[src/rtl/mem_arbiter_pkg.sv]
// -----------------------------------------------------------------------------
// mem_arbiter_pkg
//   Shared definitions for the ThinPad SRAM arbiter: MEM-stage operation codes
//   (same encoding as controlMem), arbiter FSM state codes, owner codes and a
//   small helper that tells whether a MEM-stage op actually needs the SRAM.
// -----------------------------------------------------------------------------
package mem_arbiter_pkg;

    // MEM-stage operation codes.
    localparam logic [1:0] MEM_READ  = 2'b01;
    localparam logic [1:0] MEM_WRITE = 2'b10;
    localparam logic [1:0] MEM_NONE  = 2'b11;

    // Arbiter FSM states. IDLE is encoded as zero so a cleared debug bus reads
    // as idle.
    typedef enum logic [2:0] {
        ST_IDLE     = 3'd0,
        ST_RD       = 3'd1,
        ST_WR_SETUP = 3'd2,
        ST_WR_PULSE = 3'd3,
        ST_WR_HOLD  = 3'd4
    } arb_state_e;

    // Which pipeline stage currently owns the SRAM.
    typedef enum logic {
        OWNER_IF  = 1'b0,
        OWNER_MEM = 1'b1
    } owner_e;

    // Only the read and write codes request the SRAM; anything else is idle.
    function automatic logic is_mem_access(input logic [1:0] op);
        return (op == MEM_READ) || (op == MEM_WRITE);
    endfunction

endpackage

[src/rtl/mem_arbiter_timer.sv]
// -----------------------------------------------------------------------------
// sram_timer
//   Countdown used by the arbiter to time the oe_n / we_n strobe width.
//   'load' presets the counter to ACCESS_CYCLES-1; 'tick' decrements it;
//   'done' is high while the counter is zero, i.e. in the last strobe cycle.
//   The counter saturates at zero and never wraps.
// Ports
//   clk   in  system clock
//   rst   in  asynchronous active-low reset (counter clears to 0)
//   load  in  preload ACCESS_CYCLES-1 (has priority over tick)
//   tick  in  decrement by one when non-zero
//   done  out counter is zero
// -----------------------------------------------------------------------------
module sram_timer #(
    parameter int unsigned ACCESS_CYCLES = 2
) (
    input  logic clk,
    input  logic rst,
    input  logic load,
    input  logic tick,
    output logic done
);

    localparam logic [3:0] LOAD_VAL = 4'(ACCESS_CYCLES - 1);

    logic [3:0] count_q;
    logic [3:0] count_d;

    always_comb begin
        count_d = count_q;
        if (load) begin
            count_d = LOAD_VAL;
        end else if (tick && (count_q != 4'd0)) begin
            count_d = count_q - 4'd1;
        end
    end

    always_ff @(posedge clk or negedge rst) begin
        if (!rst) begin
            count_q <= 4'd0;
        end else begin
            count_q <= count_d;
        end
    end

    assign done = (count_q == 4'd0);

endmodule

[src/rtl/mem_arbiter.sv]
// -----------------------------------------------------------------------------
// mem_arbiter
//   Shares the single ThinPad SRAM between the IF stage (instruction fetch,
//   read only) and the MEM stage (load/store). One requester is granted at a
//   time from IDLE with fixed priority (MEM beats IF, the older instruction
//   wins); the granted access is sequenced through the SRAM strobes and
//   finished with a one-cycle ack to its owner. The top level owns the
//   tri-state buffer; this block only says when ram_dout must be driven.
//
// Handshake: a requester holds its request (if_req=1 / mem_op!=11) and its
//   address/data stable until it sees its ack. The ack is a single-cycle
//   pulse; rdata is valid in that cycle and holds until the next capture.
//   A request dropped mid-access still completes and still gets its ack.
//
// Ports
//   clk, rst                  clock, asynchronous active-low reset
//   if_req/if_addr            IF read request and word address
//   if_rdata/if_ack           instruction word and completion pulse
//   mem_op/mem_addr/mem_wdata MEM op (01 rd, 10 wr, 11 none), address, data
//   mem_rdata/mem_ack         load data and completion pulse
//   stall                     combinational pipeline freeze
//   ram_addr/ram_dout/ram_din SRAM address, write data, read data
//   ram_data_oe               1 = top drives ram_dout onto the SRAM bus
//   ram_en_n/ram_oe_n/ram_we_n SRAM strobes, active-low
//   state_dbg                 current FSM state (arb_state_e encoding)
// -----------------------------------------------------------------------------
module mem_arbiter
    import mem_arbiter_pkg::*;
#(
    parameter int unsigned ACCESS_CYCLES = 2
) (
    input  logic        clk,
    input  logic        rst,
    // IF port
    input  logic        if_req,
    input  logic [15:0] if_addr,
    output logic [15:0] if_rdata,
    output logic        if_ack,
    // MEM port
    input  logic [1:0]  mem_op,
    input  logic [15:0] mem_addr,
    input  logic [15:0] mem_wdata,
    output logic [15:0] mem_rdata,
    output logic        mem_ack,
    // pipeline
    output logic        stall,
    // SRAM side
    output logic [17:0] ram_addr,
    output logic [15:0] ram_dout,
    input  logic [15:0] ram_din,
    output logic        ram_data_oe,
    output logic        ram_en_n,
    output logic        ram_oe_n,
    output logic        ram_we_n,
    // debug
    output logic [2:0]  state_dbg
);

    arb_state_e  state_q,     state_d;
    owner_e      owner_q,     owner_d;
    logic        write_q,     write_d;
    logic [15:0] addr_q,      addr_d;
    logic [15:0] wdata_q,     wdata_d;
    logic [15:0] if_rdata_q,  if_rdata_d;
    logic [15:0] mem_rdata_q, mem_rdata_d;
    logic        if_ack_q,    if_ack_d;
    logic        mem_ack_q,   mem_ack_d;
    logic        en_n_q,      en_n_d;
    logic        oe_n_q,      oe_n_d;
    logic        we_n_q,      we_n_d;
    logic        data_oe_q,   data_oe_d;

    logic        timer_load;
    logic        timer_tick;
    logic        timer_done;
    logic        mem_want;
    logic        if_want;

    sram_timer #(
        .ACCESS_CYCLES (ACCESS_CYCLES)
    ) u_timer (
        .clk  (clk),
        .rst  (rst),
        .load (timer_load),
        .tick (timer_tick),
        .done (timer_done)
    );

    // A requester is still holding its request during the cycle its ack is
    // high, so that request must not be granted a second time. The other
    // requester may be granted in that same cycle.
    assign mem_want = is_mem_access(mem_op) & ~mem_ack_q;
    assign if_want  = if_req & ~if_ack_q;

    // Next state, grant latching and ack generation.
    always_comb begin
        state_d     = state_q;
        owner_d     = owner_q;
        write_d     = write_q;
        addr_d      = addr_q;
        wdata_d     = wdata_q;
        if_rdata_d  = if_rdata_q;
        mem_rdata_d = mem_rdata_q;
        if_ack_d    = 1'b0;
        mem_ack_d   = 1'b0;
        timer_load  = 1'b0;
        timer_tick  = 1'b0;

        unique case (state_q)
            ST_IDLE: begin
                if (mem_want) begin
                    owner_d    = OWNER_MEM;
                    write_d    = (mem_op == MEM_WRITE);
                    addr_d     = mem_addr;
                    wdata_d    = mem_wdata;
                    timer_load = 1'b1;
                    state_d    = (mem_op == MEM_WRITE) ? ST_WR_SETUP : ST_RD;
                end else if (if_want) begin
                    owner_d    = OWNER_IF;
                    write_d    = 1'b0;
                    addr_d     = if_addr;
                    timer_load = 1'b1;
                    state_d    = ST_RD;
                end
            end

            ST_RD: begin
                timer_tick = 1'b1;
                if (timer_done) begin
                    // Last oe_n-low cycle: the SRAM data is settled.
                    if (owner_q == OWNER_MEM) begin
                        mem_rdata_d = ram_din;
                        mem_ack_d   = 1'b1;
                    end else begin
                        if_rdata_d  = ram_din;
                        if_ack_d    = 1'b1;
                    end
                    state_d = ST_IDLE;
                end
            end

            ST_WR_SETUP: begin
                state_d = ST_WR_PULSE;
            end

            ST_WR_PULSE: begin
                timer_tick = 1'b1;
                if (timer_done) begin
                    // Ack is raised for the hold cycle so the requester can
                    // release mem_op before the FSM is back in IDLE.
                    mem_ack_d = 1'b1;
                    state_d   = ST_WR_HOLD;
                end
            end

            ST_WR_HOLD: begin
                state_d = ST_IDLE;
            end

            default: begin
                state_d = ST_IDLE;
            end
        endcase
    end

    // Strobes are registered from the next state so the SRAM pins come
    // straight off flops and cannot glitch. ram_data_oe is only ever set in
    // write states, and oe_n is only low in RD, so they are exclusive.
    always_comb begin
        en_n_d    = (state_d == ST_IDLE);
        oe_n_d    = (state_d != ST_RD);
        we_n_d    = (state_d != ST_WR_PULSE);
        data_oe_d = (state_d == ST_WR_SETUP) ||
                    (state_d == ST_WR_PULSE) ||
                    (state_d == ST_WR_HOLD);
    end

    always_ff @(posedge clk or negedge rst) begin
        if (!rst) begin
            state_q     <= ST_IDLE;
            owner_q     <= OWNER_IF;
            write_q     <= 1'b0;
            addr_q      <= 16'h0000;
            wdata_q     <= 16'h0000;
            if_rdata_q  <= 16'h0000;
            mem_rdata_q <= 16'h0000;
            if_ack_q    <= 1'b0;
            mem_ack_q   <= 1'b0;
            en_n_q      <= 1'b1;
            oe_n_q      <= 1'b1;
            we_n_q      <= 1'b1;
            data_oe_q   <= 1'b0;
        end else begin
            state_q     <= state_d;
            owner_q     <= owner_d;
            write_q     <= write_d;
            addr_q      <= addr_d;
            wdata_q     <= wdata_d;
            if_rdata_q  <= if_rdata_d;
            mem_rdata_q <= mem_rdata_d;
            if_ack_q    <= if_ack_d;
            mem_ack_q   <= mem_ack_d;
            en_n_q      <= en_n_d;
            oe_n_q      <= oe_n_d;
            we_n_q      <= we_n_d;
            data_oe_q   <= data_oe_d;
        end
    end

    // write_q records the kind of the granted access; it is kept for
    // observability alongside the state and owner.
    logic unused_write;
    assign unused_write = write_q;

    assign if_rdata    = if_rdata_q;
    assign if_ack      = if_ack_q;
    assign mem_rdata   = mem_rdata_q;
    assign mem_ack     = mem_ack_q;
    assign ram_addr    = {2'b00, addr_q};
    assign ram_dout    = wdata_q;
    assign ram_data_oe = data_oe_q;
    assign ram_en_n    = en_n_q;
    assign ram_oe_n    = oe_n_q;
    assign ram_we_n    = we_n_q;
    assign state_dbg   = state_q;

    assign stall = (if_req & ~if_ack_q) | ((mem_op != MEM_NONE) & ~mem_ack_q);

endmodule

[config.mk]
export PLATFORM = sky130hd
export DESIGN_NAME = mem_arbiter
export DESIGN_NICKNAME = d
export VERILOG_FILES = /design/src/rtl/mem_arbiter_pkg.sv /design/src/rtl/mem_arbiter_timer.sv /design/src/rtl/mem_arbiter.sv
export SDC_FILE = /design/constraint.sdc
export NUM_CORES = 1
export LEC_CHECK = 0
export ABC_AREA = 1
export CORE_ASPECT_RATIO = 2
export CORE_MARGIN = 3
export CORE_UTILIZATION = 60
export CTS_BUF_LIST = sky130_fd_sc_hd__clkbuf_4 sky130_fd_sc_hd__clkbuf_8 sky130_fd_sc_hd__clkbuf_16
export DETAILED_ROUTE_END_ITERATION = 8
export DONT_BUFFER_PORTS = 1
export HOLD_SLACK_MARGIN = 0.03
export MAX_ROUTING_LAYER = met4
export PLACE_DENSITY_LB_ADDON = 0.12
export SYNTH_ARGS = -nofsm -noshare
export SYNTH_HDL_FRONTEND = slang
export SYNTH_SLANG_ARGS = --single-unit
[constraint.sdc]
create_clock -name clk -period 1.55 [get_ports clk]
set_input_delay 0.0775 -clock clk [delete_from_list [all_inputs] [get_ports clk]]
set_output_delay 0.0775 -clock clk [all_outputs]
set_load 0.02 [all_outputs]
==> impl_metrics.ini, run 1 <==
[run_status]
status = finished with violations
violations = negative hold slack

[setup_path]
crit_path_cell_trace = inv_2 -> ha_4 -> nand3_4 -> nor3_4 -> buf_6 -> clkbuf_16 -> o21ai_0
cp-end-kind = flop
required_ns = 1.78
critPathKind = reg2reg
crit_fanout = 8
cp.arrival_ns = 1.73
critPathSlowestCell = dfrtp_1
max_stage_delay_ns = 0.39
start_kind = flop

[yosys]
synth_seq_area_share_pct = 58.7
yosys_warnings = 0
avgSynthCellArea_sq_um = 9.08
synth_cell_type_count = 28
syn-instance-count = 367
synth.ff_latch_count = 78
syn-cell-area_sq_mm = 0.00333

[power]
max-vdd-ir-drop_mv = 1.59
finalPower_mw = 9.35
power.density_mw_per_mm2 = 2130
leakage_nw = 2.12

[drt]
drtIter0Drc = 203
via_count = 2847
vias_per_cell = 5.58
ant_nets = 0
wl_mm = 9.22
first_pass_iters = 6
wl_per_cell_um = 18.1
post-route-drc-count = 0

[clock_network]
hold_buffers = 64
cts_buffers = 9
cts_tree = yes
cts.sinks = 78
cts_max_level = 3
cts.path.max_buffers = 2
root_buffer = clkbuf_8
clk_pin_slew_ns = 0.08
clock_latency_ns = 0.35

[placement]
place.gp.congestion = 0.881
port_buffers = 0
dp_hpwl_mm = 5.18

[floorplanning]
die-height_um = 111
die_w_um = 58.7
floorplan.initialDensity_pct = 63.1
die-area_sq_mm = 0.00654
num_rows = 37
core_sq_mm = 0.00528
num_io_pins = 145

[timing]
setup_tns_ns = 0
slew_violations = 0
period_minus_slack_ns = 1.50
max_freq_mhz = 666
rsz0062_at_grt = true
hold_viol_final = 78
fin_crit_sh_pct = 96.9
finClkSkew_ns = 0.00977
holdWs_ns = -0.579
setup_viol = 0

[global_route]
grt_usage_pct = 28.0
grt_max_degree = 79
busiest_layer = met2
grt_overflow = 0
gr-usage-met3_pct = 7.54
grt_pass1_wl_mm = 13.5
antenna_found_initial = 0
grt_use_met1_pct = 29.4
use_met2_pct = 48.0
grt_pass1_vias = 2923

[final_layout]
fill_cells = 289
area_delta_synth_final_pct = 31.5
regArea_sq_mm = 0.00196
antenna_cells = 0
multi_input_area_sq_mm = 0.00110
fin_nets = 519
drive_above_1_share_pct = 13.3

[run]
drv_cap = 0

[worst_hold_path]
hold_class = in2async
-- registers in the layout, indices dropped and copies added, names as in the netlist --
name,cells
addr_q,16
if_ack,1
if_rdata,16
mem_ack,1
mem_rdata,16
owner_q,1
ram_data_oe,1
ram_dout,16
ram_en_n,1
ram_oe_n,1
ram_we_n,1
state_dbg,3
u_timer.count_q,4
-- per-layer routing --
metal / vias up / part of all wire, % / wire length [um]
met5: - / 0 / 0
met4: 0 / 2.3 / 212
met3: 22 / 8.4 / 775
met2: 157 / 56 / 5150
met1: 1358 / 33 / 3080
li1: 1310 / - / -
-- layout by cell type, fill, tap and decap left out, types with 2 or more instances in the layout --
master / count
a31oi_1: 16
buf_12: 2
buf_4: 15
buf_6: 2
clkbuf_16: 2
clkbuf_8: 10
clkinv_2: 3
conb_1: 2
dfrtp_1: 75
dfstp_2: 3
dlygate4sd3_1: 64
ha_1: 2
inv_1: 44
inv_2: 3
nand2_1: 105
nand2_2: 4
nand3_1: 23
nand4_1: 3
nor2_1: 20
nor3_4: 2
o21ai_0: 30
o21ai_1: 5
o21ai_2: 3
xor2_1: 2
-- final timing paths --
check / from / endpoint / slack (ns) / cells past startpoint
max in group asynchronous: rst / ram_oe_n / 1.94 / 0
worst max-delay path: u_timer.count_q[0] / if_rdata[4] / 0.05 / 7
min in group clk: if_req / u_timer.count_q[0] / 0.13 / 4
worst min register to register: owner_q / if_ack / 0.50 / 1
worst min-delay path: rst / ram_data_oe / -0.58 / 0
worst max register to register: u_timer.count_q[0] / if_rdata[4] / 0.05 / 7
-- logic make-up after synthesis --
family | after synthesis | share of synthesized area, %
compound gates | 55 | 9.13
flops | 78 | 58.7
simple gates | 162 | 21.1
xor+xnor | 2 | 0.526
buf+inv | 66 | 9.31
other cells | 1 | 0.113
fa+ha+maj | 3 | 1.13
-- cells in the mapped netlist --
| cell type | number | share of area, % |
|---|---|---|
| nand2_1 | 106 | 12 |
| dfrtp_1 | 75 | 56 |
| inv_1 | 46 | 5.2 |
| o21ai_0 | 35 | 5.3 |
| nand3_1 | 23 | 3.5 |
| nor2_1 | 20 | 2.3 |
| a31oi_1 | 16 | 3.0 |
| buf_6 | 5 | 1.7 |
| buf_2 | 4 | 0.60 |
| buf_4 | 4 | 0.90 |
| clkbuf_1 | 4 | 0.45 |
| dfstp_2 | 3 | 2.4 |
| ha_1 | 3 | 1.1 |
| nand2_2 | 3 | 0.56 |
| nand4_1 | 3 | 0.56 |
| inv_4 | 2 | 0.38 |
| nor3_4 | 2 | 0.98 |
| o21ai_2 | 2 | 0.53 |
| xor2_1 | 2 | 0.53 |
| conb_1 | 1 | 0.11 |
| inv_2 | 1 | 0.11 |
| nand2_4 | 1 | 0.34 |
| nand3_2 | 1 | 0.30 |
| nor2_2 | 1 | 0.19 |
| nor2_4 | 1 | 0.34 |
| o21ai_1 | 1 | 0.15 |
| o22ai_1 | 1 | 0.19 |
| or2_2 | 1 | 0.19 |
-- report_power, final --
part           leakage, nW  switching (mW)  internal (mW)
logic                 1.08            1.74           1.17
clock network        0.102           0.724          0.781
registers            0.932            1.86           3.07
total                 2.12            4.33           5.02
-- metrics by stage --
stage	cells	hold slack (ns)	setup WS (ns)	cell area, sq um	utilization, %
3_3_place_gp	423	-0.216	0.116	3420	64.7
5_1_grt	510	-0.603	-0.0513	4380	83.0
3_5_place_dp	423	-0.216	0.0419	3420	64.7
4_1_cts	503	-0.609	0.0210	4260	80.7
2_1_floorplan	368	-0.218	0.124	3340	-
6_report	510	-0.579	0.0483	4380	83.0
-- what timing repair did --
| item | CTS | global route |
|---|---|---|
| setup buffers | 0 | 4 |
| setup endpoints to repair | 0 | 40 |
| resized for setup | 0 | 15 |
| endpoints found under the hold margin | 142 | 78 |
-- critical path, delay by kind of cell (launching register included) --
| family | cells | cell delay, ns |
|---|---|---|
| buf+inv | 3 | 0.40 |
| simple gates | 2 | 0.35 |
| compound gates | 1 | 0.08 |
| fa+ha+maj | 1 | 0.16 |
| flops | 1 | 0.39 |
-- final cells by class --
type	instances	share of cell area, %
clock buffers	10	3.14
clock inverters	6	1.40
inverters	49	4.42
multi-input cells	224	25.0
flip-flops and latches	78	44.6
well taps	58	1.66
repair buffers	85	19.8
Note: power is estimated with default switching activity, not from simulation.
==> run 2, diff against run 1 <==
--- a/config.mk
+++ b/config.mk
@@ -12,6 +12,7 @@
 export CTS_BUF_LIST = sky130_fd_sc_hd__clkbuf_4 sky130_fd_sc_hd__clkbuf_8 sky130_fd_sc_hd__clkbuf_16
 export DETAILED_ROUTE_END_ITERATION = 8
 export DONT_BUFFER_PORTS = 1
+export GPL_TIMING_DRIVEN = 0
 export HOLD_SLACK_MARGIN = 0.03
 export MAX_ROUTING_LAYER = met4
 export PLACE_DENSITY_LB_ADDON = 0.12
==> impl_metrics.ini, run 2 (synthesized netlist as in run 1, its figures left out) <==
[run_status]
status = finished with violations
violations = negative hold slack

[clock_network]
root_buffer = clkbuf_8
cts_buffers = 9
cts_max_level = 3
hold_buffers = 64
cts_tree = yes
clock_latency_ns = 0.35
cts.path.max_buffers = 2
cts.sinks = 78
clk_pin_slew_ns = 0.08

[drt]
via_count = 2937
wl_per_cell_um = 18.8
ant_nets = 0
met3_wirelength_um = 755
post-route-drc-count = 0
first_pass_iters = 7
dr_wl_met2_mm = 5.48
wl_met1_mm = 3.21
wl_mm = 9.72
highest_layer = met4
drtIter0Drc = 209
vias_per_cell = 5.68

[global_route]
grt_overflow = 0
grt_pass1_wl_mm = 15.1
grt_usage_pct = 31.9
antenna_found_initial = 0
grt_max_degree = 79
grt_pass1_vias = 3042

[floorplanning]
die-height_um = 111
num_io_pins = 145
floorplan.initialDensity_pct = 63.1
num_rows = 37
die-area_sq_mm = 0.00654
core_sq_mm = 0.00528
die_w_um = 58.7

[power]
finalPower_mw = 9.56
leakage_nw = 2.15
power.density_mw_per_mm2 = 2140
max-vdd-ir-drop_mv = 1.64

[placement]
port_buffers = 0
place_inst = 426
placed_cell_area_sq_mm = 0.00341
dp_hpwl_mm = 5.79
place_ws_ns = -0.173
place.gp.congestion = 0.781

[timing]
finClkSkew_ns = 0.00749
worst_pin_slew_ns = 0.512
setup_ws_ns = 0.0512
slew_violations = 0
relSlewSlack_pct = 65.6
max_freq_mhz = 667
setup_viol = 0
fin_crit_sh_pct = 96.7
setup_tns_ns = 0
rsz0062_at_grt = true
hold_viol_final = 78
holdWs_ns = -0.585
period_minus_slack_ns = 1.50

[final_layout]
final_cell_mix = nand2_1, dfrtp_1, dlygate4sd3_1
layout_commonest_cell = nand2_1
drive_above_1_share_pct = 15.9
antenna_cells = 0
stdcell_count = 517
area_delta_synth_final_pct = 33.9
post-route-util_pct = 84.5
final_area_sq_mm = 0.00446
fin_nets = 526

[setup_path]
crit_path_cell_trace = inv_1 -> nand2_1 -> nand2_4 -> nand2_4 -> inv_6 -> buf_8 -> nor2_1 -> a31oi_1
critPathSlowestCell = dfrtp_2
max_stage_delay_ns = 0.47
required_ns = 1.81
start_kind = flop
cp-startpoint = if_ack
reg2reg_slack_ns = 0.05
critPathKind = reg2reg
rr_worst_depth = 8
cp-end-kind = flop
r2r-start = if_ack
crit_top_cell = nand2_4
crit_fanout = 10
cp.arrival_ns = 1.76
reg2reg_to = addr_q[10]

[run]
drv_cap = 0

[worst_hold_path]
hold_class = in2async
==> run 2: cell count changes in the layout (fill, tap and decap cells not counted), sizes merged <==
cell / delta
clkbuf: +7
buf: +3
inv: -1
clkinv: -2
==> run 2: how the worst max path moves through the flow <==
stage,to,slack (ns),depth (start not counted)
floorplan,if_rdata[10],0.12,6
global placement,if_rdata[11],-0.10,6
CTS,addr_q[13],0.01,7
finish,addr_q[10],0.05,8
detailed placement,if_rdata[8],-0.17,6
global route,mem_rdata[15],-0.03,7
==> run 2: what timing repair did <==
action,4_1_cts,5_1_grt
gates resized for setup,10,24
hold endpoints to repair,142,78
gates cloned,0,3
pin swaps,3,3
setup buffers,3,5
endpoints found under the setup margin,48,56
==> run 2: layout make-up <==
type	count	area (sq um)
multi-input combinational	224	1120
timing repair buffer	75	757
clock buffer	13	166
clock inverter	3	42.5
fill	283	817
tap	58	72.6
buffer	17	149
inverter	49	194
sequential	78	1960
==> run 2: routing by layer <==
layer / GRT usage, % / vias to the layer above
met5: - / -
met4: 16.5 / 0
met3: 7.54 / 25
met2: 53.9 / 165
met1: 33.1 / 1414
li1: - / 1333
==> run 2: worst max-delay path, delay by kind of cell, from the launching register on <==
kind / cells / cell delay, ns
flip-flops: 1 / 0.47
AO/OA/AOI/OAI: 1 / 0.20
AND/OR/NAND/NOR: 4 / 0.41
buffers and inverters: 3 / 0.33
==> run 2: report_power, final <==
group | internal [mW] | switching (mW)
clock | 0.866 | 0.703
combinational | 1.24 | 1.75
sequential | 3.08 | 1.93
